**src/rtl/sipo_frame_pkg.sv**
```systemverilog
// sipo_frame_pkg
//   Shared types and helpers for the serial-in/parallel-out frame controller.
//   - state_t   : controller FSM states
//   - bit_cnt_w : width needed for a counter that reaches DATA_WIDTH
package sipo_frame_pkg;

    typedef enum logic [1:0] {
        IDLE  = 2'd0,
        SHIFT = 2'd1,
        HOLD  = 2'd2
    } state_t;

    function automatic int bit_cnt_w(input int data_width);
        return $clog2(data_width + 1);
    endfunction

endpackage

```
**src/rtl/sipo_shift_reg.sv**
```systemverilog
// sipo_shift_reg
//   DATA_WIDTH-bit shift register, MSB-first; the newest bit enters at q[0].
//   Ports:
//     clk      in  clock, rising edge
//     resetn   in  asynchronous active-low reset, clears q
//     shift_en in  shift din in
//     restart  in  clear and load din as the first bit (wins over shift_en)
//     din      in  serial bit
//     q        out register contents
module sipo_shift_reg
    import sipo_frame_pkg::*;
#(
    parameter int DATA_WIDTH = 16
) (
    input  logic                  clk,
    input  logic                  resetn,
    input  logic                  shift_en,
    input  logic                  restart,
    input  logic                  din,
    output logic [DATA_WIDTH-1:0] q
);

    always_ff @(posedge clk or negedge resetn) begin
        if (!resetn) begin
            q <= '0;
        end else if (restart) begin
            q <= {{(DATA_WIDTH-1){1'b0}}, din};
        end else if (shift_en) begin
            q <= {q[DATA_WIDTH-2:0], din};
        end
    end

endmodule

```
**src/rtl/sipo_frame_ctrl.sv**
```systemverilog
// sipo_frame_ctrl
//   Aligns serial frames on sof, assembles DATA_WIDTH-bit words and presents
//   them on a valid/ready handshake, holding the word under backpressure.
//   Ports:
//     clk, resetn       clock / asynchronous active-low reset
//     din, din_valid    serial bit and its qualifier (MSB first)
//     sof               din is the first bit of a frame
//     dout_ready        consumer accepts dout
//     clr_err           clears sticky overrun
//     dout, dout_valid  assembled word and its valid
//     busy              frame partially received
//     frame_err         one-cycle pulse when sof restarts a partial frame
//     overrun           sticky: bits dropped while a word was held
//     frame_cnt         delivered-frame counter, wraps
module sipo_frame_ctrl
    import sipo_frame_pkg::*;
#(
    parameter int DATA_WIDTH = 16,
    parameter int CNT_WIDTH  = 16
) (
    input  logic                  clk,
    input  logic                  resetn,
    input  logic                  din,
    input  logic                  din_valid,
    input  logic                  sof,
    input  logic                  dout_ready,
    input  logic                  clr_err,
    output logic [DATA_WIDTH-1:0] dout,
    output logic                  dout_valid,
    output logic                  busy,
    output logic                  frame_err,
    output logic                  overrun,
    output logic [CNT_WIDTH-1:0]  frame_cnt
);

    localparam int            BW   = bit_cnt_w(DATA_WIDTH);
    localparam logic [BW-1:0] LAST = BW'(DATA_WIDTH - 1);

    state_t          state, state_d;
    logic [BW-1:0]   bit_cnt, cnt_d;
    logic            shift_en, restart, ferr_d, ovr_set, xfer;

    sipo_shift_reg #(.DATA_WIDTH(DATA_WIDTH)) u_sreg (
        .clk      (clk),
        .resetn   (resetn),
        .shift_en (shift_en),
        .restart  (restart),
        .din      (din),
        .q        (dout)
    );

    assign dout_valid = (state == HOLD);
    assign busy       = (state == SHIFT);

    always_ff @(posedge clk or negedge resetn) begin
        if (!resetn) begin
            state     <= IDLE;
            bit_cnt   <= '0;
            frame_err <= 1'b0;
            overrun   <= 1'b0;
            frame_cnt <= '0;
        end else begin
            state     <= state_d;
            bit_cnt   <= cnt_d;
            frame_err <= ferr_d;
            // A drop in the same cycle as clr_err must not be lost.
            if (ovr_set) begin
                overrun <= 1'b1;
            end else if (clr_err) begin
                overrun <= 1'b0;
            end
            if (xfer) begin
                frame_cnt <= frame_cnt + CNT_WIDTH'(1);
            end
        end
    end

    always_comb begin
        state_d  = state;
        cnt_d    = bit_cnt;
        shift_en = 1'b0;
        restart  = 1'b0;
        ferr_d   = 1'b0;
        ovr_set  = 1'b0;
        xfer     = 1'b0;
        case (state)
            IDLE: begin
                // Bits without sof are line noise here and silently discarded.
                if (din_valid && sof) begin
                    restart = 1'b1;
                    cnt_d   = BW'(1);
                    state_d = SHIFT;
                end
            end
            SHIFT: begin
                if (din_valid) begin
                    if (sof) begin
                        restart = 1'b1;
                        cnt_d   = BW'(1);
                        ferr_d  = 1'b1;
                    end else begin
                        shift_en = 1'b1;
                        cnt_d    = bit_cnt + BW'(1);
                        if (bit_cnt == LAST) begin
                            state_d = HOLD;
                        end
                    end
                end
            end
            HOLD: begin
                if (dout_ready) begin
                    xfer = 1'b1;
                    if (din_valid && sof) begin
                        // Back-to-back frame: next word starts on the transfer edge.
                        restart = 1'b1;
                        cnt_d   = BW'(1);
                        state_d = SHIFT;
                    end else begin
                        ovr_set = din_valid;
                        cnt_d   = '0;
                        state_d = IDLE;
                    end
                end else begin
                    ovr_set = din_valid;
                end
            end
            default: begin
                state_d = IDLE;
                cnt_d   = '0;
            end
        endcase
    end

endmodule

```
**config.mk**
```make
export PLATFORM = sky130hd
export DESIGN_NAME = sipo_frame_ctrl
export DESIGN_NICKNAME = d
export VERILOG_FILES = /design/src/rtl/sipo_frame_pkg.sv /design/src/rtl/sipo_shift_reg.sv /design/src/rtl/sipo_frame_ctrl.sv
export SDC_FILE = /design/constraint.sdc
export NUM_CORES = 1
export LEC_CHECK = 0
export ABC_AREA = 1
export BUFFER_PORTS_ARGS = -buffer_cell sky130_fd_sc_hd__buf_2
export CAP_MARGIN = 30
export CORE_MARGIN = 5
export CORE_UTILIZATION = 50
export CTS_BUF_LIST = sky130_fd_sc_hd__clkbuf_4
export DETAILED_ROUTE_END_ITERATION = 8
export PLACE_DENSITY = 0.82
export SYNTH_ARGS = -nofsm -noshare
export SYNTH_HDL_FRONTEND = slang
export SYNTH_SLANG_ARGS = --single-unit
```
**constraint.sdc**
```tcl
create_clock -name clk -period 1.54 [get_ports clk]
set_clock_uncertainty 0.2 [all_clocks]
set_input_delay 0.308 -clock clk [delete_from_list [all_inputs] [get_ports clk]]
set_output_delay 0.308 -clock clk [all_outputs]
set_load 0.1 [all_outputs]
```
==> results of run 1 <==
## cell families after synthesis
group                      after synthesis
adders and majority gates                3
AOI/OAI and AO/OA                       21
xor gates and xnor gates                11
DFF                                     41
and+or+nand+nor                        111
muxes                                    1
buffers and inverters                   29
## through the flow
stage          instances  setup TNS (ns)
3_5_place_dp         314         -0.0358
3_3_place_gp         314               0
2_1_floorplan        217           -8.65
4_1_cts              345           -1.43
## timing repair
action,in CTS
endpoints found under the setup margin,17
buffers inserted,22
pin swaps,9
endpoints found under the hold margin,42
hold buffers,2
gates resized for setup,14
cloned,0
==> metrics.cfg, run 1 <==
[status]
status = did not finish
lastStage = global routing (5_1_grt)
first-error = [ERROR DPL-0033] detailed placement checks failed during check placement.

[clocking]
htree_levels = 2
cts_buffer_depth = 2
cts_sinks = 41
root_buffer = clkbuf_4
cts_buffers = 5

[synth]
ys_types = 27
yosysWarnings = 0
synth_top_family_by_area = simple AND/OR/NAND/NOR gates
yosysMostFrequentCell = nand2_1
synth.area.top_cells = dfrtp_1 53%, nand2_1 11%, nand3_1 4.2%
synthAdderAreaFrac_pct = 1.95
synth_top_area_cell = dfrtp_1
synth_compound_area_share_pct = 5.65
synth-xor-area-share_pct = 5.00
synthMuxAreaShare_pct = 0.584
synth-simple-area-share_pct = 27.5
avgSynthCellArea_um2 = 8.88
synth-main-ff-cell = dfrtp_1
synth.yosys.seq_area_share_pct = 53.2
syn_inst = 217
ys_ff_latch = 41
synth_commonest_cells = 57 x nand2_1, 41 x dfrtp_1, 21 x inv_1, 21 x nor2_1, 16 x nand3_1
synth_edf_count = 0
syn-num-nets = 227
synth_top_area_share_pct = 53.2
async_flop_share_pct = 100
syn-cell-area_um2 = 1930

[global_route]
antenna_found_initial = 0
grt_max_degree = 42

[place]
port_buffers = 42
place_hpwl_mm = 3.54
routabilityCongestion = 0.880
pre_cts_ws_ns = -0.0328
dpl_cell_area_um2 = 2900

[floorplan]
io-pin-count = 43
die_height_um = 72.1
rows = 22
initial_utilization_pct = 52.2
die_w_um = 72.1

[sta]
worst_endpoint = dout_valid
worstEndpointType = top-level output

==> run 2: changes to the inputs <==
--- a/config.mk
+++ b/config.mk
@@ -9,10 +9,9 @@
 export BUFFER_PORTS_ARGS = -buffer_cell sky130_fd_sc_hd__buf_2
 export CAP_MARGIN = 30
 export CORE_MARGIN = 5
-export CORE_UTILIZATION = 50
-export CTS_BUF_LIST = sky130_fd_sc_hd__clkbuf_4
+export CORE_UTILIZATION = 35
 export DETAILED_ROUTE_END_ITERATION = 8
-export PLACE_DENSITY = 0.82
+export PLACE_DENSITY_LB_ADDON = 0.15
 export SYNTH_ARGS = -nofsm -noshare
 export SYNTH_HDL_FRONTEND = slang
 export SYNTH_SLANG_ARGS = --single-unit
==> constraint.sdc (replaced) <==
create_clock -name clk -period 2 [get_ports clk]
set_clock_uncertainty 0.2 [all_clocks]
set_input_delay 0.4 -clock clk [delete_from_list [all_inputs] [get_ports clk]]
set_output_delay 0.4 -clock clk [all_outputs]
set_load 0.1 [all_outputs]
==> run 2 against run 1 <==
Compared with the run above: the flow now finishes without violations; area after synthesis stayed put; synthesized cell count unchanged.
==> metrics.cfg, run 2 <==
[synth]
synth_edf_count = 0  ; unchanged
synth-main-ff-cell = dfrtp_1  ; unchanged
synth_top_area_cell = dfrtp_1  ; unchanged
synth_compound_area_share_pct = 5.65  ; unchanged
synth-xor-area-share_pct = 5.00  ; unchanged
ys_ff_latch = 41  ; unchanged
syn_inst = 217  ; unchanged
avgSynthCellArea_um2 = 8.88  ; unchanged
yosysMostFrequentCell = nand2_1  ; unchanged
synth_top_area_share_pct = 53.2  ; unchanged
synth.area.top_cells = dfrtp_1 53%, nand2_1 11%, nand3_1 4.2%  ; unchanged
synth_top_family_by_area = simple AND/OR/NAND/NOR gates  ; unchanged
ys_types = 27  ; unchanged
syn-cell-area_um2 = 1930  ; unchanged
synth.yosys.seq_area_share_pct = 53.2  ; unchanged
syn-num-nets = 227  ; unchanged
synthAdderAreaFrac_pct = 1.95  ; unchanged
async_flop_share_pct = 100  ; unchanged
synth_commonest_cells = 57 x nand2_1, 41 x dfrtp_1, 21 x inv_1, 21 x nor2_1, 16 x nand3_1  ; unchanged
yosysWarnings = 0  ; unchanged
synth-simple-area-share_pct = 27.5  ; unchanged
synthMuxAreaShare_pct = 0.584  ; unchanged

[worst_setup_path]
endpoint_kind = output pin
worstReg2RegStart = state[0]
reg2reg_slack_ns = 0.28
cp_num_buf_inv = 2
cp-start-kind = register
path_max_fanout = 4
critPathRequiredTime_ns = 1.40
timing.rr.end = u_sreg.q[2]
crit_chain = inv_2 > nor2_4 > buf_12
cp_slowest_cell = dfrtp_1
crit_family = flip-flops
reg2regPathDepth = 9
cp.arrival_ns = 1.24
worstSetupPathType = register to output pin
worst_path_largest_cell_delay_ns = 0.50

[global_route]
grt-ovfl-total = 0
grt_pass1_vias = 1450
gr-usage-all-layers_pct = 11.7
grt_max_degree = 42
grt_pass1_wl_mm = 6.78
antenna_found_initial = 0

[power_and_ir_drop]
combinationalPowerShare_pct = 47.1
p_sw_uw = 1560
power_frac_seq_pct = 36.0
power_frac_clock_pct = 17.0
leakage_uw = 0.00126
ir_drop_mv = 1.00
power_density_nw_per_um2 = 1290
switching_share_pct = 51.1
internal_power_uw = 1490

[detailed_routing]
ant_nets = 0
drtIter0Drc = 61
routed_via_density = 4.55
dr.pass1.iters = 4
wl_mm = 3.88
wl_per_cell_um = 11.4
vias = 1548
route.detailed.drc = 0

[clocking]
clk_pin_slew_ns = 0.08
clk_latency_ns = 0.28
cts_resized = 0  ; was 14
cts_sinks = 41  ; unchanged
root_buffer = clkbuf_8  ; was clkbuf_4
cts_buffers = 5  ; unchanged
htree_levels = 2  ; unchanged
cts_buffer_depth = 2  ; unchanged
tritoncts = done

[status]
status = completed  ; was did not finish

[sta]
max_slew.worst_pin.slew_ns = 0.531
rsz0062_at_grt = no
finalHoldViolCount = 0
fmax_ghz = 0.543
setup_ws_ns = 0.158
slew_headroom_pct = 64.6
finalSetupTns_ns = 0
whs_ns = 0.0909
finalSetupViolCount = 0
finalCritPeriodShare_pct = 92.1
maxSlewViolCount = 0
min_period_ns = 1.84

[place]
place_hpwl_mm = 2.88  ; was 3.54 mm
pre_cts_ws_ns = 0.273  ; was -0.0328 ns
routabilityCongestion = 0.823  ; was 0.880
port_buffers = 42  ; unchanged
dp_cells = 331  ; was 314

[hold_path]
min_to = overrun
worstHoldPathType = input port to register
holdPathStages = 2
worstHoldStart = clr_err

[floorplan]
die_area_um2 = 7090
initial_utilization_pct = 35.4  ; was 52.2%
die_w_um = 84.2  ; was 72.1 µm
rows = 27  ; was 22
io-pin-count = 43  ; unchanged
fp.coreArea_um2 = 5440
die_height_um = 84.2  ; was 72.1 µm

[layout]
reg_top3 = frame_cnt x16, u_sreg.q x16, bit_cnt x5
syn2layout_area_growth_pct = 22.6
final_cell_mix = 57 x nand2_1, 40 x buf_2, 37 x dfrtp_1, 21 x nor2_1, 21 x inv_1
diodes = 0
final_nets = 277
drive_gt1_share_pct = 27.6
fin_cells = 340
mostFrequentLayoutCell = nand2_1

[flow_run]
max_cap_violations = 0

run 2: cell families (layout without fill, tap and decap cells):
logic type	after synthesis	after routing
and+or+nand+nor	111	111
DFF	41	41
buffers and inverters	29	80
AOI/OAI and AO/OA	21	21
xor gates and xnor gates	11	11
adders and majority gates	3	3
muxes	1	1
run 2: cell type report:
cell class,count,area (µm²)
fillers,538,3080
flip-flops and latches,41,1030
multi-input cells,147,790
repair buffers,45,265
inverters,27,104
well taps,72,90.1
clock buffers,6,72.6
clock inverters,2,10.0
run 2: how the worst max path moves through the flow:
stage | from | to | slack, ns | cells after the start
2_1_floorplan | state[0] | u_sreg.q[2] | 0.001 | 9
3_3_place_gp | state[0] | u_sreg.q[2] | 0.29 | 9
3_5_place_dp | state[0] | u_sreg.q[2] | 0.27 | 9
4_1_cts | state[1] | dout_valid | 0.12 | 3
5_1_grt | state[1] | dout_valid | 0.08 | 3
6_report | state[1] | dout_valid | 0.16 | 3
run 2: repair_timing:
action / in CTS / in global routing
endpoints found under the hold margin: 41 / 0
hold buffers: 1 / 0
setup buffers: 0 / 0
run 2: power by group through the flow:
stage          logic [µW]  clock network, µW  registers [µW]
6_report             1440                518            1100
5_1_grt              1520                578            1120
4_1_cts              1450                542            1100
3_5_place_dp         1450                  0            1120
3_3_place_gp         1440                  0            1110
2_1_floorplan         490                  0            1770
run 2: layer usage:
| metal | GRT usage [%] | share of wire [%] |
|---|---|---|
| met4 | 3.07 | 0.70 |
| met5 | 0 | 0 |
| met1 | 16.9 | 47 |
| met2 | 17.1 | 45 |
| met3 | 3.53 | 6.8 |
run 2: per-stage QoR:
step / total power, µW / instance area [µm²] / util [%]
CTS: 3090 / 2360 / 43.4
global route: 3220 / 2360 / 43.4
detailed placement: 2560 / 2270 / 41.7
finish: 3050 / 2360 / 43.4
global placement: 2560 / 2270 / 41.7
floorplan: 2260 / 1940 / -
Note: power is estimated with default switching activity, not from simulation.
